`src/rtl/delay_line_bank.sv`:
```
// Bank of CHANNELS recirculating bit-serial word stores sharing one bit-time counter,
// with serial write, word-aligned bank clear and a busy/valid serial-to-parallel capture port.
module delay_line_bank #(
  parameter int WORD_BITS = 28,
  parameter int CHANNELS  = 2,
  localparam int SW = (CHANNELS > 1) ? $clog2(CHANNELS) : 1,
  localparam int BW = $clog2(WORD_BITS)
) (
  input  logic                 CLK,
  input  logic                 RST,
  input  logic                 RUN,
  input  logic                 WEN,
  input  logic [SW-1:0]        WSEL,
  input  logic                 DIN,
  input  logic [SW-1:0]        RSEL,
  output logic                 DOUT,
  output logic [BW-1:0]        BITCNT,
  output logic                 WORDSTART,
  input  logic                 CLRA,
  output logic                 CLRBUSY,
  input  logic                 CAPREQ,
  input  logic [SW-1:0]        CAPSEL,
  output logic                 CAPBUSY,
  output logic                 CAPVALID,
  output logic [WORD_BITS-1:0] CAPWORD
);

  localparam logic [BW-1:0] LAST = BW'(WORD_BITS - 1);

  typedef enum logic [1:0] {CAP_IDLE, CAP_WAIT, CAP_SHIFT} cap_state_t;

  logic [WORD_BITS-1:0] store [CHANNELS];
  logic [CHANNELS-1:0]  heads;
  logic [CHANNELS-1:0]  tails;
  logic [BW-1:0]        bitcnt;
  logic                 at_start;
  logic                 clr_pend;
  logic                 clr_run;
  logic                 clr_start;
  logic                 clr_act;
  logic                 read_head;
  logic                 cap_head;
  cap_state_t           state_q;
  cap_state_t           state_d;
  logic                 cap_latch;
  logic                 cap_sample;
  logic                 cap_done;
  logic [SW-1:0]        capsel_q;
  logic [WORD_BITS-1:0] capword_q;
  logic                 capvalid_q;

  assign at_start  = (bitcnt == '0);
  // The clear takes effect in the very cycle it starts, ahead of clr_run being registered.
  assign clr_start = RUN && clr_pend && at_start;
  assign clr_act   = clr_start || (RUN && clr_run);

  always_comb begin
    read_head = 1'b0;
    cap_head  = 1'b0;
    heads     = '0;
    tails     = '0;
    for (int c = 0; c < CHANNELS; c++) begin
      heads[c] = store[c][0];
      if (WEN && (WSEL == SW'(c)))
        tails[c] = DIN;
      else if (clr_act)
        tails[c] = 1'b0;
      else
        tails[c] = store[c][0];
      if (RSEL == SW'(c))
        read_head = store[c][0];
      if (capsel_q == SW'(c))
        cap_head = store[c][0];
    end
  end

  always_ff @(posedge CLK) begin
    if (RST) begin
      for (int c = 0; c < CHANNELS; c++)
        store[c] <= '0;
    end else if (RUN) begin
      for (int c = 0; c < CHANNELS; c++)
        store[c] <= {tails[c], store[c][WORD_BITS-1:1]};
    end
  end

  always_ff @(posedge CLK) begin
    if (RST)
      bitcnt <= '0;
    else if (RUN)
      bitcnt <= (bitcnt == LAST) ? '0 : bitcnt + 1'b1;
  end

  always_ff @(posedge CLK) begin
    if (RST) begin
      clr_pend <= 1'b0;
      clr_run  <= 1'b0;
    end else begin
      if (clr_start) begin
        clr_pend <= 1'b0;
        clr_run  <= 1'b1;
      end else if (CLRA && !CLRBUSY) begin
        clr_pend <= 1'b1;
      end
      if (RUN && clr_run && (bitcnt == LAST))
        clr_run <= 1'b0;
    end
  end

  always_comb begin
    state_d    = state_q;
    cap_latch  = 1'b0;
    cap_sample = 1'b0;
    cap_done   = 1'b0;
    case (state_q)
      CAP_IDLE: begin
        if (CAPREQ) begin
          cap_latch = 1'b1;
          state_d   = CAP_WAIT;
        end
      end
      CAP_WAIT: begin
        if (RUN && at_start) begin
          cap_sample = 1'b1;
          state_d    = CAP_SHIFT;
        end
      end
      CAP_SHIFT: begin
        if (RUN) begin
          cap_sample = 1'b1;
          if (bitcnt == LAST) begin
            cap_done = 1'b1;
            state_d  = CAP_IDLE;
          end
        end
      end
      default: state_d = CAP_IDLE;
    endcase
  end

  always_ff @(posedge CLK) begin
    if (RST) begin
      state_q    <= CAP_IDLE;
      capsel_q   <= '0;
      capword_q  <= '0;
      capvalid_q <= 1'b0;
    end else begin
      state_q    <= state_d;
      capvalid_q <= cap_done;
      if (cap_latch)
        capsel_q <= CAPSEL;
      // Samples the head before this cycle's write/clear replaces it.
      if (cap_sample)
        capword_q[bitcnt] <= cap_head;
    end
  end

  assign DOUT      = read_head;
  assign BITCNT    = bitcnt;
  assign WORDSTART = at_start;
  assign CLRBUSY   = clr_pend | clr_run;
  assign CAPBUSY   = (state_q != CAP_IDLE);
  assign CAPVALID  = capvalid_q;
  assign CAPWORD   = capword_q;

endmodule

```
`config.mk`:
```
export PLATFORM = sky130hd
export DESIGN_NAME = delay_line_bank
export DESIGN_NICKNAME = d
export VERILOG_FILES = /design/src/rtl/delay_line_bank.sv
export SDC_FILE = /design/constraint.sdc
export NUM_CORES = 1
export LEC_CHECK = 0
export CAP_MARGIN = 25
export CORE_MARGIN = 2
export CORE_UTILIZATION = 42
export CTS_BUF_LIST = sky130_fd_sc_hd__clkbuf_8
export CTS_CLUSTER_DIAMETER = 60
export DETAILED_ROUTE_END_ITERATION = 6
export SYNTH_ARGS = -nofsm -noshare
export SYNTH_HDL_FRONTEND = slang
export SYNTH_SLANG_ARGS = --single-unit
```
`constraint.sdc`:
```
create_clock -name CLK -period 2.12 [get_ports CLK]
set_input_delay 0.212 -clock CLK [delete_from_list [all_inputs] [get_ports CLK]]
set_output_delay 0.212 -clock CLK [all_outputs]
set_load 0.03 [all_outputs]
```
==> impl_metrics.env <==
export IMPL_finalSetupTns_ns=0
export IMPL_clock_tree_root_cell="clkbuf_8"
export IMPL_launch_point_of_the_worst_hold_path="CAPSEL"
export IMPL_synth_sequential_area_ratio_pct=61.65
export IMPL_layout_setup_ws_ns=0.09438
export IMPL_distinct_cell_type_count_of_the_synthesized_netlist=39
export IMPL_remaining_drc_errors=0
export IMPL_tritoncts_clock_tree="yes"
export IMPL_drt_first_iter_violations=70
export IMPL_dr_max_layer_used="met4"
export IMPL_reg2reg_setup_slack_ns=0.13
export IMPL_die_w_um=101.5
export IMPL_crit_cells=5
export IMPL_floorplan_die_height_um=101.5
export IMPL_antenna_cells=0
export IMPL_status="finished, final reports clean"
export IMPL_drtPass1Iterations=4
export IMPL_maxCapViolations=0
export IMPL_cp_data_required_time_ns=1.91
export IMPL_peak_ir_drop_on_the_vdd_network_v=0.0003923
export IMPL_worstPathMaxFanout=6
export IMPL_fin_worst_skew_ns=0.01352
export IMPL_post_cts_setup_buffers=0
export IMPL_floorplan_rows=35
export IMPL_vias=2603
export IMPL_worst_path_largest_cell_delay_ns=0.52
export IMPL_ant_nets=0
export IMPL_cts_hold_buf=0
export IMPL_crit_family="simple AND/OR/NAND/NOR gates"
export IMPL_cts_inserted_buffers=9
export IMPL_timing_final_hold_violations=0
export IMPL_dieArea_um2=10310
export IMPL_clk_transition_reported_paths_ns=0.09
export IMPL_synth_edf_count=56
export IMPL_grt_max_degree=55
export IMPL_worst_setup_path_type="flop to output port"
export IMPL_postSynthNetCount=369
export IMPL_critical_path_startpoint="BITCNT[0]"
export IMPL_cts_htree_levels=3
export IMPL_max_freq_ghz=0.4937
export IMPL_cts_max_path_buffers=2
export IMPL_grt_pass1_wl_mm=12.51
export IMPL_number_of_global_route_vias_before_repair=2470
export IMPL_regToRegStartpoint="BITCNT[0]"
export IMPL_synth_area_leader_cell="edfxtp_1"
export IMPL_post_route_cells_drive_above_1_share_pct=9.756
export IMPL_met3RoutedLength_um=338
export IMPL_placement_io_buffers=47
export IMPL_pre_cts_slack_ns=0.1095
export IMPL_internal_power_mw=2.698
export IMPL_gpl_final_weighted_congestion=0.8748
export IMPL_hold_path_endpoint="capsel_q"
export IMPL_setup_repair_after_global_routing_missed_its_margin="no"
export IMPL_worstSetupStartpointType="flop"
export IMPL_setup_violations_final=0
export IMPL_fin_crit_sh_pct=95.55
export IMPL_synth_top_cells_by_area="edfxtp_1 (42%), dfxtp_1 (20%), and2_1 (8.9%), mux2i_1 (7.0%), nand2_1 (6.2%)"
export IMPL_placed_area_um2=4716
export IMPL_seq_power_share_pct=56.4
export IMPL_pwr_share_clk_pct=30.0
export IMPL_finalInstanceArea_um2=4915
export IMPL_switching_share_pct=26.85
export IMPL_ys_warnings_count=0
export IMPL_start_util_pct=43.22
export IMPL_routed_metal_1_wire_length_mm=4.017
export IMPL_final_seq_area_um2=2462
export IMPL_slew_headroom_pct=70.32
export IMPL_leakage_dissipation_nw=1.999
export IMPL_yosys_most_used_dff="edfxtp_1"
export IMPL_multi_input_area_um2=1435
export IMPL_syn_instance_count=350
export IMPL_post_synth_cell_area_avg_um2=11.41
export IMPL_worst_slew_pin_transition_ns=0.4442
export IMPL_min_delay_path_depth=3
export IMPL_power_share_combinational_pct=13.6
export IMPL_report_final_slew_viol_count=0
export IMPL_r2r_end="state_q[1]"
export IMPL_yosys_register_bits=95
export IMPL_wirelength_mm=7.774
export IMPL_post_drt_wl_per_cell_um=14.42
export IMPL_core_area_um2=9240
export IMPL_area_growth_synth_to_final_pct=23.06
export IMPL_crit_arrival_ns=1.81
export IMPL_post_synth_top_area_fraction_pct=42.11
export IMPL_wl_met2_mm=3.305
export IMPL_clkSinkCount=95
export IMPL_nNetsFinal=424
export IMPL_critPathCaptureType="output port"
export IMPL_post_synth_instance_area_um2=3994
export IMPL_min_delay_path_class="input port to flop"
export IMPL_power_per_cell_area_nw_per_um2=750.4
export IMPL_ff2ff_path_depth=7
export IMPL_insertion_delay_ns=0.36
export IMPL_ios=48
export IMPL_p_sw_mw=0.9903
export IMPL_cp_slowest_cell="or4b_4"
export IMPL_antenna_found_initial=0
export IMPL_hpwlAfterDp_mm=4.934
export IMPL_minimum_clock_period_ns=2.026
export IMPL_ys_async_sr_fraction_pct=0
export IMPL_track_usage_pct=15.73
export IMPL_drt_via_density=4.829
export IMPL_critical_path_cell_chain="inv_1 -> ha_1 -> or4b_4 -> inv_4 -> buf_4"
export IMPL_path_buf_inv=3
export IMPL_grt_remaining_overflow=0
export IMPL_n_fill_cell=811
[cell families after synthesis]
group / count (synthesis) / synth area share (%)
and+or+nand+nor: 164 / 21.05
muxes: 31 / 7.863
buffers and inverters: 28 / 2.757
adders and majority gates: 9 / 2.820
AOI/OAI and AO/OA: 23 / 3.853
DFF: 95 / 61.65
[through the flow]
| step | power [mW] | std cells | utilization, % | hold WS, ns |
|---|---|---|---|---|
| 3_3_place_gp | 2.594 | 523 | 51.04 | 0.4522 |
| 4_1_cts | 3.706 | 539 | 53.01 | 0.4166 |
| 6_report | 3.688 | 539 | 53.19 | 0.4261 |
| 3_5_place_dp | 2.598 | 523 | 51.04 | 0.4518 |
| 2_1_floorplan | 2.434 | 350 | - | 0.3597 |
| 5_1_grt | 3.869 | 539 | 53.19 | 0.4329 |
[worst reg2reg max path: stages, from the launching register on]
cell      delay, ns
dfxtp_1        0.36
inv_1          0.12
ha_1           0.20
or4b_4         0.52
inv_4          0.11
nand2_2        0.08
a221oi_4       0.32
mux2i_1        0.22
[state kept, by name (all words and copies together) (netlist names)]
| name | flops |
|---|---|
| CAPWORD | 28 |
| clr_run | 1 |
| state_q | 2 |
| store | 56 |
| clr_pend | 1 |
| CAPVALID | 1 |
| BITCNT | 5 |
| capsel_q | 1 |
[power groups by stage]
stage / Sequential (mW) / Clock (mW) / Combinational [mW]
after floorplan: 2.12 / 0 / 0.316
after global placement: 2.12 / 0 / 0.472
after detailed placement: 2.12 / 0 / 0.478
after CTS: 2.08 / 1.15 / 0.481
after global routing: 2.09 / 1.23 / 0.547
final: 2.08 / 1.11 / 0.500
[Yosys cell counts (3+ instances only)]
| library cell | count |
|---|---|
| clkbuf_1 | 16 |
| a21oi_1 | 8 |
| nor2b_1 | 4 |
| ha_1 | 9 |
| mux2i_1 | 28 |
| nor2_1 | 10 |
| o22ai_1 | 3 |
| inv_1 | 8 |
| edfxtp_1 | 56 |
| o21ai_0 | 3 |
| nand4_1 | 4 |
| nand2_1 | 66 |
| and2_1 | 57 |
| mux2_2 | 3 |
| dfxtp_1 | 39 |
| nor3_1 | 4 |
| nand3_1 | 7 |
[layout by cell type, fill, tap and decap left out, drive strengths merged, types with 2 or more instances in the layout]
| cell | count |
|---|---|
| buf | 16 |
| o21ai | 3 |
| mux2i | 28 |
| clkbuf | 9 |
| nand2 | 67 |
| o22ai | 3 |
| clkinv | 3 |
| mux2 | 3 |
| edfxtp | 56 |
| ha | 9 |
| nor3 | 4 |
| nand4 | 4 |
| and3 | 2 |
| dfxtp | 39 |
| inv | 14 |
| a21oi | 8 |
| a22oi | 2 |
| and2 | 57 |
| nand2b | 2 |
| nor2 | 10 |
| nor2b | 4 |
| nand3 | 7 |
| clkdlybuf4s50 | 45 |
[worst max-delay path by stage]
stage / slack (ns) / endpoint
after global routing: 0.002 / WORDSTART
after CTS: 0.05 / WORDSTART
final: 0.09 / WORDSTART
after floorplan: 0.04 / state_q[0]
after global placement: 0.22 / state_q[0]
after detailed placement: 0.11 / state_q[1]
[layer usage]
layer  vias up  global-route usage [%]
met5         -                       0
met2        57                   21.05
li1       1302                       -
met1      1235                   24.41
met3         9                   3.451
met4         0                   6.549
[layout make-up]
cell class / instances / area share [%]
clock buffers: 9 / 2.520
clock inverters: 7 / 1.197
inverters: 10 / 0.8147
multi-input cells: 227 / 29.20
flip-flops and latches: 95 / 50.10
well taps: 129 / 3.284
repair buffers: 62 / 12.88
[repair_timing]
item                                   CTS  global route
resized for setup                        0             3
endpoints found under the hold margin    0             0
setup endpoints to repair                0             4
Power figures use the tool's default switching activity.
